File: config.mk
export PLATFORM = sky130hd
export DESIGN_NAME = pulse_blinker
export DESIGN_NICKNAME = d
export VERILOG_FILES = /design/src/rtl/pulse_blinker.sv
export SDC_FILE = /design/constraint.sdc
export NUM_CORES = 1
export LEC_CHECK = 0
export CORE_ASPECT_RATIO = 0.9
export CORE_MARGIN = 3
export CORE_UTILIZATION = 55
export CTS_BUF_LIST = sky130_fd_sc_hd__clkbuf_4
export CTS_CLUSTER_SIZE = 16
export DETAILED_ROUTE_END_ITERATION = 8
export PLACE_DENSITY = 0.71
export SYNTH_ARGS = -nofsm -noshare
export SYNTH_HDL_FRONTEND = slang
export SYNTH_SLANG_ARGS = --single-unit
File: constraint.sdc
create_clock -name sysclk -period 3.1 [get_ports sysclk]
set_input_delay 0.62 -clock sysclk [delete_from_list [all_inputs] [get_ports sysclk]]
set_output_delay 0.62 -clock sysclk [all_outputs]
set_load 0.01 [all_outputs]
File: src/rtl/pulse_blinker.sv
// pulse_blinker: turns single-cycle event pulses into queued, human-visible LED flashes.
// Each flash is ON_TICKS ticks lit followed by OFF_TICKS ticks dark.
module pulse_blinker #(
    parameter int DIV_BITS  = 21,
    parameter int ON_TICKS  = 4,
    parameter int OFF_TICKS = 2,
    parameter int CNT_BITS  = 4
) (
    input  logic                sysclk,
    input  logic                reset,
    input  logic                pulse_in,
    output logic                led,
    output logic                busy,
    output logic [CNT_BITS-1:0] pending,
    output logic                overflow
);
    typedef enum logic [1:0] {IDLE, ON, GAP} state_t;
    state_t              state_q, state_d;
    logic [DIV_BITS-1:0] presc_q, presc_d;
    logic [7:0]          tcnt_q, tcnt_d;
    logic [CNT_BITS-1:0] pend_q, pend_d;
    logic                ovf_q, ovf_d, led_q, led_d;
    logic                tick, moved, to_on, sat;

    always_ff @(posedge sysclk) begin
        if (reset) begin
            state_q <= IDLE;
            presc_q <= '0;
            tcnt_q  <= '0;
            pend_q  <= '0;
            ovf_q   <= 1'b0;
            led_q   <= 1'b0;
        end else begin
            state_q <= state_d;
            presc_q <= presc_d;
            tcnt_q  <= tcnt_d;
            pend_q  <= pend_d;
            ovf_q   <= ovf_d;
            led_q   <= led_d;
        end
    end

    always_comb begin
        tick    = &presc_q;
        state_d = state_q;
        case (state_q)
            IDLE:    state_d = (pend_q != '0) ? ON : IDLE;
            ON:      state_d = (tick && tcnt_q == 8'(ON_TICKS - 1)) ? GAP : ON;
            GAP:     state_d = (tick && tcnt_q == 8'(OFF_TICKS - 1)) ? ((pend_q != '0) ? ON : IDLE) : GAP;
            default: state_d = IDLE;
        endcase
    end

    // Every state change restarts both timers so each interval is phase-aligned.
    always_comb begin
        moved   = state_d != state_q;
        to_on   = moved && state_d == ON;
        sat     = &pend_q;
        presc_d = moved ? '0 : presc_q + 1'b1;
        tcnt_d  = (moved || state_q == IDLE) ? '0 : tcnt_q + 8'(tick);
        pend_d  = (pulse_in && !to_on && !sat) ? pend_q + 1'b1 :
                  (!pulse_in && to_on)         ? pend_q - 1'b1 : pend_q;
        ovf_d   = ovf_q | (pulse_in & ~to_on & sat);
        led_d   = state_d == ON;
    end

    always_comb begin
        led      = led_q;
        busy     = state_q != IDLE;
        pending  = pend_q;
        overflow = ovf_q;
    end
endmodule

==> flow_summary.yaml, run 1 <==
floorplan:
  die_area_mm2: 0.00413
  die_h_um: 61.3
  die_width_um: 67.4
  design.core.area_mm2: 0.00316
  start_util_pct: 59.0
  row_count: 19
  ioPinCount: 10
sta:
  final.period_utilization_pct: 95.7
  rsz_0062_raised_after_global_routing: "no"
  fin_crit_ns: 2.97
  final_max_slew_viols: 0
  achievable-frequency_mhz: 337
  timing.clock.skew_ns: 0.00709
  fin_tns_setup_ns: 0
  final-setup-viol-count: 0
  max_slew.worst_pin.slew_ns: 0.629
  finalHoldViolCount: 0
  timing.slew.headroom_pct: 58.1
finish:
  final_layout_size_suffix_gt1_share_pct: 8.41
  n_antenna_cell: 0
  sequential_cell_area_um2: 741
  final_cell_area_mm2: 0.00204
  final_net_count: 235
  fillCellCount: 261
  multiInputGateArea_mm2: 0.00106
  layout.core_utilization_pct: 64.6
  synthToLayoutAreaGrowth_pct: 9.45
routing:
  firstDrtPassIters: 4
  drt-total-wl_um: 3550
  drc_errors: 0
  wl_per_cell_um: 13.2
  via_count: 1511
  ant_nets: 0
  detail_route.vias_per_cell: 5.64
  detail_route.iter0.violations: 128
synth:
  synth.area.top_cells: "dfxtp_1 (40%), xor2_1 (8.9%), nor2_1 (8.0%)"
  synthDominantCellAreaShare_pct: 39.7
  synth_edf_count: 0
  syn_inst: 216
  ys_types: 44
  post_synth.cell_area_avg_um2: 8.64
  synth.yosys.seq_area_share_pct: 39.7
  netlist.top_cell.by_area: "dfxtp_1"
  postSynthRegisterBits: 37
  post-synth-top-count-cell: "nor2_1"
  synth.cells.most_frequent: "nor2_1 (40), dfxtp_1 (37), xor2_1 (19)"
  mappedNetlistArea_mm2: 0.00187
  async_reset_ff_share_pct: 0
  postSynthNetCount: 225
  yosysWarningCount: 0
  synth_top_flop_cell: "dfxtp_1"
worst_setup_path:
  worst_path_cell_with_the_longest_stage_delay: "or4b_4"
  timing.critical_path.from_type: "flip-flop"
  launch_point_of_the_worst_path: "presc_q[2]"
  critPathKind: "reg -> reg"
  timing.critical_path.fanout_max: 5
  cp_num_cells: 11
  crit_family: "simple AND/OR/NAND/NOR gates"
  cp_cell_sequence: "and4_4 -> nand4_4 -> or4b_4 -> a21oi_2 -> ha_1 -> a21o_1 -> a21oi_1 -> o31ai_1 -> o21ai_0 -> nand4_1 -> nor3b_1"
  critPathCaptureType: "flip-flop"
  critPathBufInv: 0
  r2r.worst_path.cells: 11
  cp_data_arrival_time_ns: 3.19
  timing.critical_path.slowest_cell_delay_ns: 0.56
  regToRegStartpoint: "presc_q[2]"
  required_time_of_the_worst_setup_path_ns: 3.32
grt:
  grt_util_all_layers_pct: 18.7
  first_global_vias: 1340
  grt_start_max_net_pins: 22
  overflow_left_after_global_routing: 0
  wire_length_of_the_first_global_routing_pass_um: 5780
  grt_antenna_before_repair: 0
clocking:
  cts_post_setup_buffers_inserted: 0
  numClockSinks: 37
  cts-hold-fix-buffers: 0
  clkSlewWorstSetupHoldPaths_ns: 0.10
  cts_tree: "built"
  htree_depth: 2
  cts_buffers: 5
  clk-insertion-delay-late_ns: 0.34
  ctsRootBufferMaster: "clkbuf_4"
  clockBufferDepth: 2
placed_design:
  gpl_wtd_cong: 0.983
  placement.io_buffers: 9
  placedInstanceArea_mm2: 0.00199
  hpwl_um: 2550
min_path:
  holdCritStartpoint: "overflow"
  min_path_cells: 2
  hp-class: "reg -> reg"
power_and_ir_drop:
  peakVddDrop_v: 0.000275
  total_leakage_power_uw: 0.000749
  p_per_area_mw_per_mm2: 596
run_status:
  outcome: "complete, no violations"
job:
  max_cap_viol_count: 0
-- cells by family after synthesis --
family,Yosys count,share of synthesized area [%]
and+or+nand+nor,103,28.9
DFF,37,39.7
xor gates and xnor gates,27,12.7
AOI/OAI and AO/OA,23,8.38
buffers and inverters,16,3.82
adders and majority gates,6,4.42
muxes,4,2.14
-- per-stage QoR --
step / std cells / setup WS [ns] / hold WS [ns] / power (uW)
CTS: 268 / 0.0741 / 0.496 / 1220
detailed placement: 261 / 0.0426 / 0.470 / 981
global placement: 261 / 0.188 / 0.452 / 965
floorplan: 216 / 0.231 / 0.438 / 862
finish: 268 / 0.134 / 0.498 / 1220
global route: 268 / 0.00857 / 0.514 / 1300
-- cells in the final DEF (no fill, tap or decap), drive strengths merged, types with 2 or more instances in the layout --
cell and n:
nor2 40, dfxtp 37, xor2 19, nand2 15
nor3 9, clkdlybuf4s50 9, nand4 9, xnor2 8
nand3 8, and4 7, inv 6, clkbuf 6
a21oi 6, ha 5, o21ai 4, mux2i 4
buf 4, and3 3, a21o 2, or3 2
a31oi 2, and2 2
-- worst register-to-register path: cells and delay by family (launching register included) --
family                     cells  cell delay (ns)
and+or+nand+nor                5             1.26
AOI/OAI and AO/OA              5             0.94
DFF                            1             0.42
adders and majority gates      1             0.26
-- report_power, final --
part           leakage [uW]  switching (uW)  total, uW  internal [uW]
clock network     0.0000292             147        238           91.1
registers          0.000300            59.8        575            515
logic              0.000420             220        406            186
-- registers in the layout (all words and copies together) (netlist names) --
register / flops
presc_q: 21
tcnt_q: 8
pending: 4
state_q: 2
led: 1
overflow: 1
-- layer usage --
| layer | global-route usage, % | routed length, um | vias to the layer above |
|---|---|---|---|
| met1 | 24.1 | 1760 | 699 |
| li1 | - | - | 773 |
| met2 | 29.3 | 1590 | 34 |
| met5 | 0 | 0 | - |
| met4 | 8.96 | 44 | 0 |
| met3 | 4.93 | 148 | 5 |
-- what timing repair did --
action / 4_1_cts / 5_1_grt
endpoints found under the setup margin: 0 / 1
resized for setup: 0 / 1
endpoints found under the hold margin: 0 / 0
-- worst paths after layout --
check          endpoint  slack [ns]
max          pending[3]        0.13
max reg2reg  pending[3]        0.13
min reg2reg    overflow        0.50
min            overflow        0.50
-- area by class of cell --
type,count,share of cell area [%]
tap,42,2.57
multi-input combinational,163,51.8
sequential,37,36.3
clock inverter,1,0.184
inverter,6,1.10
clock buffer,6,2.20
timing repair buffer,13,5.88
Power figures use the tool's default switching activity.
==> run 2, diff against run 1 <==
--- a/config.mk
+++ b/config.mk
@@ -8,7 +8,6 @@
 export CORE_ASPECT_RATIO = 0.9
 export CORE_MARGIN = 3
 export CORE_UTILIZATION = 55
-export CTS_BUF_LIST = sky130_fd_sc_hd__clkbuf_4
 export CTS_CLUSTER_SIZE = 16
 export DETAILED_ROUTE_END_ITERATION = 8
 export PLACE_DENSITY = 0.71
==> run 2 against run 1 <==
Net effect:
- combinational power barely moved
- sequential share of layout area fell by 0.65 points
- first-iteration DRC count rose by 20%
- non-clock buffer count did not move
- highest routed layer unchanged
- clock power rose by 42%
- clock-buffer cell count rose by 1
- cell count did not move
- power rose by 8.0%
- clock skew fell by 0.0032 ns
==> flow_summary.yaml, run 2 (synthesis gave the netlist of run 1 again) <==
routing:
  drc_errors: 0
  wl_per_cell_um: 13.3
  detail_route.iter0.violations: 154
  length_of_routed_met2_wiring_um: 1600
  wirelength_met1_um: 1740
  met3_routed_length_um: 154
  drt-total-wl_um: 3560
  firstDrtPassIters: 4
  ant_nets: 0
  detail_route.vias_per_cell: 5.66
  highest-signal-layer: "met4"
  via_count: 1516
clocking:
  cts-hold-fix-buffers: 0
  cts_post_setup_buffers_inserted: 0
  cts_tree: "built"
  numClockSinks: 37
  clkSlewWorstSetupHoldPaths_ns: 0.07
  clk-insertion-delay-late_ns: 0.29
  cts_resized: 0
  clockBufferDepth: 2
  cts_buffers: 5
  ctsRootBufferMaster: "clkbuf_8"
  htree_depth: 2
floorplan:
  die_area_mm2: 0.00413
  design.core.area_mm2: 0.00316
  row_count: 19
  start_util_pct: 59.0
  ioPinCount: 10
  die_width_um: 67.4
  die_h_um: 61.3
worst_setup_path:
  critPathCaptureType: "flip-flop"
  timing.critical_path.from_type: "flip-flop"
  required_time_of_the_worst_setup_path_ns: 3.27
  critPathKind: "reg -> reg"
  cp_data_arrival_time_ns: 3.12
  timing.critical_path.fanout_max: 5
grt:
  wire_length_of_the_first_global_routing_pass_um: 5850
  grt_start_max_net_pins: 22
  grt_antenna_before_repair: 0
  grt_util_all_layers_pct: 19.2
  overflow_left_after_global_routing: 0
  first_global_vias: 1332
sta:
  finalHoldViolCount: 0
  timing.clock.skew_ns: 0.00385
  fin_tns_setup_ns: 0
  final.setup.worst_slack_ns: 0.144
  final.period_utilization_pct: 95.4
  achievable-frequency_mhz: 338
  fin_crit_ns: 2.96
  final-setup-viol-count: 0
  rsz_0062_raised_after_global_routing: "no"
  final_max_slew_viols: 0
  timing.slew.headroom_pct: 58.3
  max_slew.worst_pin.slew_ns: 0.625
finish:
  largest_register_ffs: 21
  final_common_cell: "nor2_1"
  most-common-layout-cells: "nor2_1 (40), dfxtp_1 (37), xor2_1 (19)"
  fillCellCount: 260
  final_net_count: 235
  n_antenna_cell: 0
  final_layout_size_suffix_gt1_share_pct: 8.41
  registers.top_by_ff_count: "presc_q"
  synthToLayoutAreaGrowth_pct: 11.5
placed_design:
  gpl_wtd_cong: 0.983
  placement.io_buffers: 9
  post-place-ws_ns: 0.0426
  hpwl_um: 2550
power_and_ir_drop:
  p_per_area_mw_per_mm2: 633
  peakVddDrop_v: 0.000318
  total_leakage_power_uw: 0.000764
run_status:
  outcome: "complete, no violations"
min_path:
  hp-class: "reg -> reg"
job:
  max_cap_viol_count: 0
[run 2: changes by cell type in the layout (fill, tap and decap cells not counted)]
cell / change
clkbuf_1: +1
clkbuf_4: -6
clkbuf_8: +6
clkinv_1: -1
[run 2: per-stage QoR]
stage	hold WS [ns]	area, um^2	utilization (%)	total power [uW]	instances
6_report	0.491	2080	65.8	1320	268
5_1_grt	0.509	2080	65.8	1400	268
4_1_cts	0.488	2080	65.7	1320	268
3_5_place_dp	0.470	1990	63.0	981	261
3_3_place_gp	0.452	1990	63.0	965	261
2_1_floorplan	0.438	1870	-	862	216
[run 2: routing by layer]
layer / GRT usage [%] / up-vias
met5: 0 / -
met4: 8.67 / 0
met3: 7.12 / 7
met2: 29.6 / 37
met1: 24.1 / 700
li1: - / 772
[run 2: where the power goes]
part	internal [uW]	total, uW	switching, uW
Combinational	186	404	218
Clock	176	338	161
Sequential	515	575	59.5
Total	877	1320	439
[run 2: worst paths after layout]
check	slack [ns]	cells past startpoint	to	startpoint
worst max-delay path	0.14	11	pending[3]	presc_q[2]
worst min-delay path	0.49	2	overflow	overflow
worst max register to register	0.14	11	pending[3]	presc_q[2]
worst min register to register	0.49	2	overflow	overflow
[run 2: layout make-up]
class | count | area, um^2 | share of cell area [%]
clock buffers | 7 | 86.3 | 4.15
inverters | 6 | 22.5 | 1.08
multi-input cells | 163 | 1060 | 50.9
flip-flops and latches | 37 | 741 | 35.6
well taps | 42 | 52.6 | 2.53
repair buffers | 13 | 120 | 5.77
[run 2: worst max-delay path: stages, from the launching register on]
cell     delay [ns]
dfxtp_1        0.40
and4_4         0.28
nand4_4        0.13
or4b_4         0.56
a21oi_2        0.22
ha_1           0.26
a21o_1         0.17
a21oi_1        0.28
o31ai_1        0.13
o21ai_0        0.14
nand4_1        0.12
nor3b_1        0.15
==> run 3, diff against run 2 <==
--- a/config.mk
+++ b/config.mk
@@ -7,10 +7,11 @@
 export LEC_CHECK = 0
 export CORE_ASPECT_RATIO = 0.9
 export CORE_MARGIN = 3
-export CORE_UTILIZATION = 55
+export CORE_UTILIZATION = 53
 export CTS_CLUSTER_SIZE = 16
 export DETAILED_ROUTE_END_ITERATION = 8
-export PLACE_DENSITY = 0.71
+export PLACE_DENSITY = 0.72
+export SETUP_SLACK_MARGIN = 0.3
 export SYNTH_ARGS = -nofsm -noshare
 export SYNTH_HDL_FRONTEND = slang
 export SYNTH_SLANG_ARGS = --single-unit
==> constraint.sdc (replaced) <==
create_clock -name sysclk -period 2.46 [get_ports sysclk]
set_input_delay 0.492 -clock sysclk [delete_from_list [all_inputs] [get_ports sysclk]]
set_output_delay 0.492 -clock sysclk [all_outputs]
set_load 0.01 [all_outputs]
==> run 3 against run 2 <==
Net effect:
- the run now ends with negative setup slack left
- cell count is 15% higher
- combinational power is 82% higher
- sequential share of layout area is 5.6 points lower
- clock power increased by 22%
- maximum frequency grew 13%
- die area up 3.4%
- critical path type unchanged
==> flow_summary.yaml, run 3 (synthesis gave the netlist of run 1 again) <==
clocking:
  htree_depth: 2
  clkSlewWorstSetupHoldPaths_ns: 0.06
  ctsRootBufferMaster: "clkbuf_8"
  cts_tree: "built"
  clockBufferDepth: 2
  clk-insertion-delay-late_ns: 0.28
  cts-hold-fix-buffers: 0
  numClockSinks: 37
  cts_buffers: 5
worst_setup_path:
  r2r.worst_path.cells: 11
  critPathKind: "reg -> reg"
  timing.critical_path.from_type: "flip-flop"
  register_to_register_setup_slack_ns: -0.16
  cp_data_arrival_time_ns: 2.82
  regToRegStartpoint: "presc_q[2]"
  timing.critical_path.fanout_max: 4
  critPathCaptureType: "flip-flop"
  required_time_of_the_worst_setup_path_ns: 2.66
  crit-reg2reg-capture: "pending[3]"
finish:
  final_net_count: 275
  synthToLayoutAreaGrowth_pct: 33.6
  final_cell_area_mm2: 0.00249
  final_common_cell: "buf_4"
  largest_register_ffs: 21
  registers.top_by_ff_count: "presc_q"
  most-common-layout-cells: "buf_4 (43), nor2_1 (40), dfxtp_1 (32)"
  post_layout_nonfiller_instances: 308
  n_antenna_cell: 0
  final_layout_size_suffix_gt1_share_pct: 27.4
sta:
  timing.clock.skew_ns: 0.00566
  fin_crit_ns: 2.62
  max_slew.worst_pin.slew_ns: 0.532
  final.hold.worst_slack_ns: 0.495
  rsz_0062_raised_after_global_routing: "yes"
  final.period_utilization_pct: 106
  final.setup.worst_slack_ns: -0.159
  final-setup-viol-count: 1
  final_max_slew_viols: 0
  finalHoldViolCount: 0
  timing.slew.headroom_pct: 64.2
  achievable-frequency_mhz: 382
routing:
  drc_errors: 0
  wl_per_cell_um: 13.6
  via_count: 1716
  detail_route.iter0.violations: 111
  drt-total-wl_um: 4180
  firstDrtPassIters: 4
  detail_route.vias_per_cell: 5.57
  ant_nets: 0
min_path:
  min_to: "overflow"
  holdCritStartpoint: "overflow"
  hp-class: "reg -> reg"
  min_path_cells: 2
grt:
  overflow_left_after_global_routing: 0
  grt_antenna_before_repair: 0
  first_global_vias: 1715
  wire_length_of_the_first_global_routing_pass_um: 7330
  grt_start_max_net_pins: 22
  grt_util_all_layers_pct: 21.6
floorplan:
  design.core.area_mm2: 0.00321
  die_width_um: 68.6
  die_h_um: 62.3
  start_util_pct: 58.2
  die_area_mm2: 0.00427
  row_count: 19
  ioPinCount: 10
placed_design:
  placement.io_buffers: 9
  gpl_wtd_cong: 0.909
  hpwl_um: 3110
  placedInstanceArea_mm2: 0.00231
  placedCellCount: 299
run_status:
  failed_checks: "negative setup slack"
  outcome: "complete, but fails checks"
power_and_ir_drop:
  total_leakage_power_uw: 0.000989
  p_per_area_mw_per_mm2: 749
  peakVddDrop_v: 0.000771
job:
  max_cap_viol_count: 0
## run 3: changes by cell type in the layout (fill, tap and decap cells not counted), moves of 2 or more
cell	delta
buf_4	+39
dfxtp_1	-5
dfxtp_2	+5
ha_1	-3
ha_4	+3
a21oi_4	+2
## run 3: area by class of cell
type                            instances  area (um^2)
Fill cell                             210          716
Tap cell                               42         52.6
Clock buffer                            7         86.3
Inverter                                6         22.5
Timing Repair Buffer                   53          433
Sequential cell                        37          747
Multi-Input combinational cell        163         1150
## run 3: metal layers
layer  share of wire, %  track usage [%]
met1                 46             27.8
met4                1.3             6.70
met2                 48             34.6
met3                3.8             5.59
met5                  0                0
## run 3: what timing repair did
item / CTS / global route
pin swaps: 7 / 6
setup buffers: 1 / 1
endpoints found under the setup margin: 25 / 34
gates resized for setup: 5 / 10
## run 3: worst max path at each step
stage	from	endpoint	slack, ns	cells past startpoint
final	presc_q[2]	pending[3]	-0.16	11
after global routing	presc_q[4]	pending[3]	-0.26	11
after global placement	pulse_in	pending[3]	-0.11	12
after detailed placement	pulse_in	pending[3]	-0.20	12
after floorplan	presc_q[2]	pending[3]	-0.13	12
after CTS	tcnt_q[7]	pending[3]	-0.15	11
## run 3: critical path: stages, from the launching register on
cell     delay [ns]
dfxtp_2        0.34
and4_4         0.26
nand4_4        0.08
or4b_4         0.58
a21oi_4        0.17
ha_4           0.21
a21o_1         0.18
a21oi_4        0.18
o31ai_1        0.11
o21ai_1        0.13
a31oi_1        0.11
nor3b_1        0.18
## run 3: per-stage QoR
step                      utilization (%)  setup slack [ns]  total power [uW]  TNS [ns]
after floorplan                         -            -0.129              1120    -0.129
after global placement               71.9            -0.110              1330    -0.110
after detailed placement             71.9            -0.202              1350    -0.202
after CTS                            75.9            -0.154              1810    -0.154
after global routing                 77.7            -0.262              1990    -0.262
final                                77.7            -0.159              1870    -0.159
## run 3: where the power goes
part,switching [uW],internal [uW],total (uW)
sequential,70.2,651,721
clock,190,222,412
combinational,359,376,735
total,620,1250,1870
==> variant, RTL diff (settings of run 2) <==
One comparison of `tcnt_q` changes from == to >=.
--- a/src/rtl/pulse_blinker.sv
+++ b/src/rtl/pulse_blinker.sv
@@ -45,7 +45,7 @@
         state_d = state_q;
         case (state_q)
             IDLE:    state_d = (pend_q != '0) ? ON : IDLE;
-            ON:      state_d = (tick && tcnt_q == 8'(ON_TICKS - 1)) ? GAP : ON;
+            ON:      state_d = (tick && tcnt_q >= 8'(ON_TICKS - 1)) ? GAP : ON;
             GAP:     state_d = (tick && tcnt_q == 8'(OFF_TICKS - 1)) ? ((pend_q != '0) ? ON : IDLE) : GAP;
             default: state_d = IDLE;
         endcase
Check against the original RTL: same outputs for any inputs over 10 cycles, from zero or initial values and one cycle with reset high; that may be too few to reach the edited logic, so the function may still have changed.
==> variant against run 2 <==
- setup slack better by 160 ps
- power decreased by 1.8%
- synthesized area shrank 4.2%
- non-clock buffer count fell by 2
- hold slack got worse by 9.5 ps
- sequential cell count unchanged
- cell area down 4.4%
- wire length fell by 5.9%
- clock power decreased by 24%
==> variant: results (changes against run 2) <==
[logic_synthesis]
synthTopCellsByCount=dfxtp_1, nor2_1, nand3_1
synth_area_leaders=dfxtp_1, nor2_1, xnor2_1, xor2_1, nand3_1
synth_cell_types=39  ; -11%
synth.avg_cell_area_um2=8.991  ; +4.0%
synthesis.nets=208  ; -7.6%
ys_seq_area_share_pct=41.40  ; +1.7 points

[sta]
worstMarginPinSlew_ps=643.7  ; +18.43 ps
fmax_ghz=0.3579  ; +5.8%
slew_viol_final=0  ; unchanged
hold_ws_ps=481.1  ; -9.539 ps
fin_skew_ps=8.943  ; +5.091 ps

[worst_setup_path]
crit_end=pending[3]
timing.critical_path.slowest_stage_cell=dfxtp_1
critPathMaxFanout=4  ; -1
slowest_delay_ps=390  ; -170 ps
reg2regPathDepth=12  ; +1
regToRegSetupSlack_ps=310  ; +160 ps
startpoint=presc_q[0]

[layout]
multi_input_gates=149  ; -8.6%
bufAreaShareNonClock_pct=5.283  ; -0.49 points
areaGrowthSynthToFinish_pct=11.19
seq_share_pct=37.23  ; +1.6 points
nonClockBufferCount=11  ; -2
drive_above_1_share_pct=9.390  ; +0.98 points
nFlopsAndLatches=37  ; unchanged
nets=222  ; -5.5%
n_all_inverters=9  ; +3
nClkBuffers=7  ; unchanged
clk_share_pct=2.767  ; -1.4 points
stdcell_count=253  ; -5.6%
multi_input_area_um2=1005  ; -5.1%
fillers=240  ; -7.7%

[grt]
grt_max_degree=30  ; +36%
grt.total_usage_pct=19.79  ; +0.60 points
grt_pass1_wl_um=6009  ; +2.7%

[placed_design]
gp_congestion=0.9077  ; -7.6%
dp.final_hpwl_um=2418  ; -5.4%
place_area_um2=1913  ; -3.9%
dp_slack_ps=247.2  ; +204.5 ps

[power_and_ir_drop]
p_leak_nw=0.7299  ; -4.5%
pwr-share-seq_pct=44.9  ; +1.2 points
internal_power_mw=0.8431  ; -3.9%
power_frac_comb_pct=35.1  ; +4.4 points
p_seq_mw=0.580  ; +0.9%
ir_worst_vdd_uv=344.7  ; +8.6%

[clocking]
numCtsBuffers=5  ; unchanged
cts-root-buf=clkbuf_4
cts-resized-gates=0  ; unchanged
htreeDepth=2  ; unchanged
clk_pin_slew_ps=110  ; +40 ps
clock_latency_ps=350  ; +60 ps
cts_max_path_buffers=2  ; unchanged

[hold_path]
min-delay-start=overflow
hold_class=flip-flop to flip-flop
worstHoldPathCells=2  ; unchanged

[routing]
wl_um=3350  ; -5.9%
drt_iter0_drc=104  ; -32%
vias=1405  ; -7.3%

[run_status]
outcome=completed

[floorplan]
rows=18  ; -1

[variant: changes by cell type after synthesis, moves of 5 or more]
cell	before	now
nor2_1	40	33
xnor2_1	8	14
xor2_1	19	13
nand3_1	8	16
clkbuf_1	6	1
nand2_1	15	9
[variant: per-layer routing]
layer  global-route usage, %  routed length, um
met5                       0                  0
met4                   9.565                 63
met3                   4.511                131
met2                   33.66               1662
met1                   23.58               1493
[variant: cell families (layout without fill, tap and decap cells)]
| group | count (synthesis) | after routing | share of synthesized area [%] |
|---|---|---|---|
| AO/OA/AOI/OAI | 16 | 16 | 6.714 |
| XOR/XNOR | 27 | 27 | 13.22 |
| adder cells (fa/ha/maj) | 6 | 6 | 4.615 |
| buffers and inverters | 13 | 27 | 3.636 |
| flip-flops | 37 | 37 | 41.40 |
| multiplexers | 4 | 4 | 3.007 |
| AND/OR/NAND/NOR | 96 | 96 | 27.41 |
